**src/rtl/ham_pkg.sv**
```systemverilog
// ham_pkg: shared types for the Hamming(7,4) serial receive path
package ham_pkg;
  localparam int CODE_W = 7;
  typedef enum logic [2:0] {IDLE, START, DATA, STOP, WAIT_HI} rx_state_t;
  typedef logic [CODE_W-1:0] ham_code_t;
endpackage

```
**src/rtl/ham_serial_rx_sync_2ff.sv**
```systemverilog
// sync_2ff: two-flop synchronizer with a parameterised reset value
module sync_2ff #(
  parameter logic RST_VAL = 1'b1
) (
  input  logic clk,
  input  logic rst_n,
  input  logic d,
  output logic q
);
  logic meta;
  always_ff @(posedge clk) begin
    if (!rst_n) begin
      meta <= RST_VAL;
      q    <= RST_VAL;
    end else begin
      meta <= d;
      q    <= meta;
    end
  end
endmodule

```
**src/rtl/ham_serial_rx.sv**
```systemverilog
// ham_serial_rx: UART-style deserializer delivering 7-bit codewords on valid/ready
module ham_serial_rx
  import ham_pkg::*;
#(
  parameter int CLKS_PER_BIT = 4,
  parameter int CNT_W        = 8
) (
  input  logic             clk,
  input  logic             rst_n,
  input  logic             rx_i,
  output ham_code_t        code_o,
  output logic             valid_o,
  input  logic             ready_i,
  output logic             framing_err_o,
  output logic             overrun_o,
  output logic [CNT_W-1:0] frame_cnt_o
);
  localparam int CW = $clog2(CLKS_PER_BIT);
  localparam logic [CW-1:0] LAST = CW'(CLKS_PER_BIT - 1);
  localparam logic [CW-1:0] HMID = CW'(CLKS_PER_BIT / 2 - 1);
  rx_state_t state, state_d;
  logic [CW-1:0] clk_cnt, cnt_d;
  logic [2:0] bit_idx, idx_d;
  ham_code_t shreg, sh_d;
  logic rx_s, stop_ok, stop_bad, deliver_q;
  sync_2ff #(.RST_VAL(1'b1)) u_sync (.clk(clk), .rst_n(rst_n), .d(rx_i), .q(rx_s));
  always_ff @(posedge clk) begin
    if (!rst_n) begin
      state   <= IDLE;
      clk_cnt <= '0;
      bit_idx <= '0;
      shreg   <= '0;
    end else begin
      state   <= state_d;
      clk_cnt <= cnt_d;
      bit_idx <= idx_d;
      shreg   <= sh_d;
    end
  end
  always_comb begin
    state_d  = state;
    cnt_d    = clk_cnt + CW'(1);
    idx_d    = bit_idx;
    sh_d     = shreg;
    stop_ok  = 1'b0;
    stop_bad = 1'b0;
    case (state)
      IDLE: begin
        cnt_d   = '0;
        state_d = rx_s ? IDLE : START;
      end
      START: if (clk_cnt == HMID) begin
        cnt_d   = '0;
        idx_d   = '0;
        state_d = rx_s ? IDLE : DATA;
      end
      DATA: if (clk_cnt == LAST) begin
        cnt_d         = '0;
        sh_d[bit_idx] = rx_s;
        idx_d         = bit_idx + 3'd1;
        state_d       = (bit_idx == 3'd6) ? STOP : DATA;
      end
      STOP: if (clk_cnt == LAST) begin
        cnt_d    = '0;
        stop_ok  = rx_s;
        stop_bad = !rx_s;
        state_d  = rx_s ? IDLE : WAIT_HI;
      end
      WAIT_HI: begin
        cnt_d   = '0;
        state_d = rx_s ? IDLE : WAIT_HI;
      end
      default: state_d = IDLE;
    endcase
  end
  // a held, unconsumed word always beats a newly completed frame
  always_ff @(posedge clk) begin
    if (!rst_n) begin
      code_o        <= '0;
      valid_o       <= 1'b0;
      framing_err_o <= 1'b0;
      overrun_o     <= 1'b0;
      frame_cnt_o   <= '0;
      deliver_q     <= 1'b0;
    end else begin
      deliver_q     <= stop_ok;
      framing_err_o <= stop_bad;
      overrun_o     <= deliver_q && valid_o && !ready_i;
      if (deliver_q && (!valid_o || ready_i)) begin
        code_o      <= shreg;
        valid_o     <= 1'b1;
        frame_cnt_o <= frame_cnt_o + CNT_W'(1);
      end else if (valid_o && ready_i) begin
        valid_o <= 1'b0;
      end
    end
  end
endmodule

```
**config.mk**
```make
export PLATFORM = sky130hd
export DESIGN_NAME = ham_serial_rx
export DESIGN_NICKNAME = d
export VERILOG_FILES = /design/src/rtl/ham_pkg.sv /design/src/rtl/ham_serial_rx_sync_2ff.sv /design/src/rtl/ham_serial_rx.sv
export SDC_FILE = /design/constraint.sdc
export NUM_CORES = 1
export LEC_CHECK = 0
export ABC_AREA = 1
export BUFFER_PORTS_ARGS = -buffer_cell sky130_fd_sc_hd__clkbuf_2
export CAP_MARGIN = 10
export CORE_ASPECT_RATIO = 1.4
export CORE_MARGIN = 8
export CORE_UTILIZATION = 51
export CTS_CLUSTER_SIZE = 8
export DETAILED_ROUTE_END_ITERATION = 6
export PLACE_DENSITY = 0.75
export SYNTH_ARGS = -nofsm -noshare
export SYNTH_HDL_FRONTEND = slang
export SYNTH_SLANG_ARGS = --single-unit
```
**constraint.sdc**
```tcl
create_clock -name clk -period 1.2 [get_ports clk]
set_input_delay 0.06 -clock clk [delete_from_list [all_inputs] [get_ports clk]]
set_output_delay 0.06 -clock clk [all_outputs]
set_load 0.05 [all_outputs]
```
==> impl_metrics.env <==
export IMPL_irDropWorstVdd_uv=909.9
export IMPL_power_mw=2.956
export IMPL_worstSetupPathType="reg2reg"
export IMPL_coreArea_um2=3123
export IMPL_max_freq_mhz=860.1
export IMPL_fin_crit_ns=1.163
export IMPL_dp_hpwl_um=2722
export IMPL_final_max_slew_viol_count=0
export IMPL_setup_viol_count_final=0
export IMPL_grt_max_degree=21
export IMPL_antenna_found_initial=0
export IMPL_ios=22
export IMPL_num_rows=24
export IMPL_grt_pass1_vias=1520
export IMPL_wl_per_cell_um=12.71
export IMPL_critPathMaxStageDelay_ns=0.35
export IMPL_cellLeakagePower_nw=0.8860
export IMPL_nets=271
export IMPL_crit_buf_inv=1
export IMPL_cts_sinks=36
export IMPL_synthCells=225
export IMPL_layout_drive_gt1_share_pct=32.18
export IMPL_ys_warn_count=0
export IMPL_stdcell_area_um2=2098
export IMPL_startpoint_type="flop"
export IMPL_r2r_slack_ns=0.04
export IMPL_power_density_nw_per_um2=1409
export IMPL_ys_seq_area_share_pct=42.79
export IMPL_dr_pass1_iters=4
export IMPL_pre_cts_slack_ns=-0.02706
export IMPL_period_share_pct=96.89
export IMPL_drc=0
export IMPL_cts_buffers=5
export IMPL_h_tree_depth=2
export IMPL_hold_class="in2reg"
export IMPL_fin_util_pct=67.19
export IMPL_max_slew_worst_pin_slew_ns=0.2819
export IMPL_cts_root_buffer="clkbuf_8"
export IMPL_crit_chain="inv_1 -> nand3_1 -> o21ai_0 -> a21oi_1 -> nor2_1"
export IMPL_initial_core_util_pct=53.93
export IMPL_rsz0062_at_grt="yes"
export IMPL_overflow=0
export IMPL_required_ns=1.41
export IMPL_arrival_ns=1.38
export IMPL_avgSynthCellArea_um2=7.485
export IMPL_dieArea_um2=5423
export IMPL_areaGrowthSynthToFinish_pct=24.59
export IMPL_place_gp_congestion=0.8954
export IMPL_seqCellArea_um2=745.7
export IMPL_totalWireLength_um=3812
export IMPL_avgViaCountPerCell=5.177
export IMPL_path_max_fanout=5
export IMPL_critPathCaptureType="flop"
export IMPL_finalClockSkew_ns=0.005362
export IMPL_drv_cap=0
export IMPL_status="completed"
export IMPL_finalHoldViolCount=0
export IMPL_insertedDiodeCount=0
export IMPL_clk_pin_slew_ns=0.07
export IMPL_cts_max_path_buffers=2
export IMPL_num_vias=1553
export IMPL_dpl_instance_area_um2=1874
export IMPL_grt_pass1_wl_um=6168
export IMPL_die_x_um=64.57
export IMPL_synth_fp_nets=236
export IMPL_drt_iter0_drc=67
export IMPL_fill_cells=277
export IMPL_ant_nets=0
export IMPL_die_height_um=83.99
export IMPL_gr_usage_all_layers_pct=13.88
export IMPL_cpLargestDelayFamily="flip-flops"
export IMPL_multiInputGateArea_um2=918.4
export IMPL_ys_seq_elements=36
export IMPL_clk_latency_ns=0.29
export IMPL_cts_tree="yes"
export IMPL_slew_headroom_pct=81.29
export IMPL_syn_area_um2=1684
export IMPL_slowest_stage="dfxtp_2"
export IMPL_port_buffers=21
export IMPL_setup_ws_ns=0.03737
export IMPL_synth_distinct_cells=29
## worst min-delay path, stage by stage
cell	delay, ns
clkbuf_2	0.07
inv_1	0.04
nand2_2	0.09
nor3_1	0.06
## registers in the layout, indices dropped and copies added (netlist names)
signal,cells
bit_idx,3
clk_cnt,2
code_o,7
deliver_q,1
frame_cnt_o,8
framing_err_o,1
overrun_o,1
shreg,7
state,3
u_sync.meta,1
u_sync.q,1
valid_o,1
## kinds of logic after synthesis
| family | count (synthesis) | share of synthesized area (%) |
|---|---|---|
| compound gates | 32 | 10.77 |
| fa+ha+maj | 7 | 5.200 |
| buf+inv | 31 | 7.503 |
| flops | 36 | 42.79 |
| simple gates | 119 | 33.73 |
## synth_stat cells
library cell	number	area, um2
nor2_1	43	161.4
nand3_1	10	50.05
nor2_4	3	33.78
o21ai_1	1	5.000
clkinv_2	1	5.000
clkbuf_1	2	7.510
nand2_1	37	138.9
o21ai_2	1	8.760
nand4_1	4	25.02
o21bai_1	3	22.52
inv_2	4	15.01
a21oi_1	13	65.06
nor2_2	5	31.28
o21ai_0	11	55.05
nand3_2	3	30.03
inv_1	21	78.83
buf_2	1	5.000
buf_1	1	3.750
a21oi_2	2	17.52
and2_1	1	6.260
nand2_2	5	31.28
buf_6	1	11.26
dfxtp_1	36	720.7
o21a_1	1	7.510
or2_2	2	12.51
nor3_2	1	10.01
nand3_4	1	17.52
ha_1	7	87.58
nor3_1	4	20.02
## cells in the final DEF, fill, tap and decap left out, types with 2 or more instances in the layout
| master | count |
|---|---|
| o21ai_0 | 11 |
| o21bai_1 | 3 |
| clkbuf_8 | 5 |
| nand3_4 | 4 |
| nand2_2 | 4 |
| a21oi_2 | 2 |
| dfxtp_1 | 24 |
| nor3_1 | 4 |
| nor2_4 | 8 |
| nand2_1 | 36 |
| ha_1 | 5 |
| nand4_1 | 4 |
| inv_4 | 2 |
| dfxtp_4 | 4 |
| clkbuf_2 | 21 |
| nand2_4 | 2 |
| dfxtp_2 | 8 |
| inv_1 | 18 |
| a21oi_1 | 13 |
| buf_4 | 10 |
| clkbuf_1 | 2 |
| nor2_1 | 43 |
| nand3_1 | 10 |
| inv_2 | 6 |
| or2_2 | 2 |
## path summary, 6_finish.rpt
kind / start / to / depth (start not counted)
worst min-delay path: ready_i / overrun_o$_SDFF_PN0_ / 4
worst min register to register: u_sync.meta$_SDFF_PN1_ / u_sync.q$_SDFF_PN1_ / 1
worst max register to register: state[1]$_SDFFE_PN0P_ / state[1]$_SDFFE_PN0P_ / 5
worst max-delay path: state[1]$_SDFFE_PN0P_ / state[1]$_SDFFE_PN0P_ / 5
## what timing repair did
item	CTS	global route
pin swaps	0	11
gates cloned	0	0
hold buffers	1	0
endpoints found under the setup margin	4	14
resized for setup	3	27
hold endpoints to repair	1	0
setup buffers	0	4
## per-stage QoR
| step | setup TNS [ns] | cells | hold slack [ns] |
|---|---|---|---|
| 6_report | 0 | 300 | 0.08121 |
| 5_1_grt | -0.3458 | 300 | 0.07686 |
| 4_1_cts | 0 | 296 | 0.03420 |
| 3_5_place_dp | -0.06450 | 287 | 0.2554 |
| 3_3_place_gp | 0 | 287 | 0.2562 |
| 2_1_floorplan | 0 | 225 | 0.1666 |
## power breakdown
group	internal (mW)	switching [mW]
Sequential	1.25	0.0779
Clock	0.407	0.410
Combinational	0.313	0.495
## metal layers
metal	vias up	track usage [%]	part of all wire, %
li1	783	-	-
met1	719	12.40	38
met2	40	25.05	53
met3	11	4.839	5.2
met4	0	9.163	2.9
met5	-	0	0
## area by class of cell
cell class                 instances  area share, %
inverter                          26          4.890
clock buffer                       7          3.637
sequential                        36          35.54
tap                               39          2.326
timing repair buffer              33          9.600
clock inverter                     1         0.2385
multi-input combinational        158          43.77
Power figures use the tool's default switching activity.
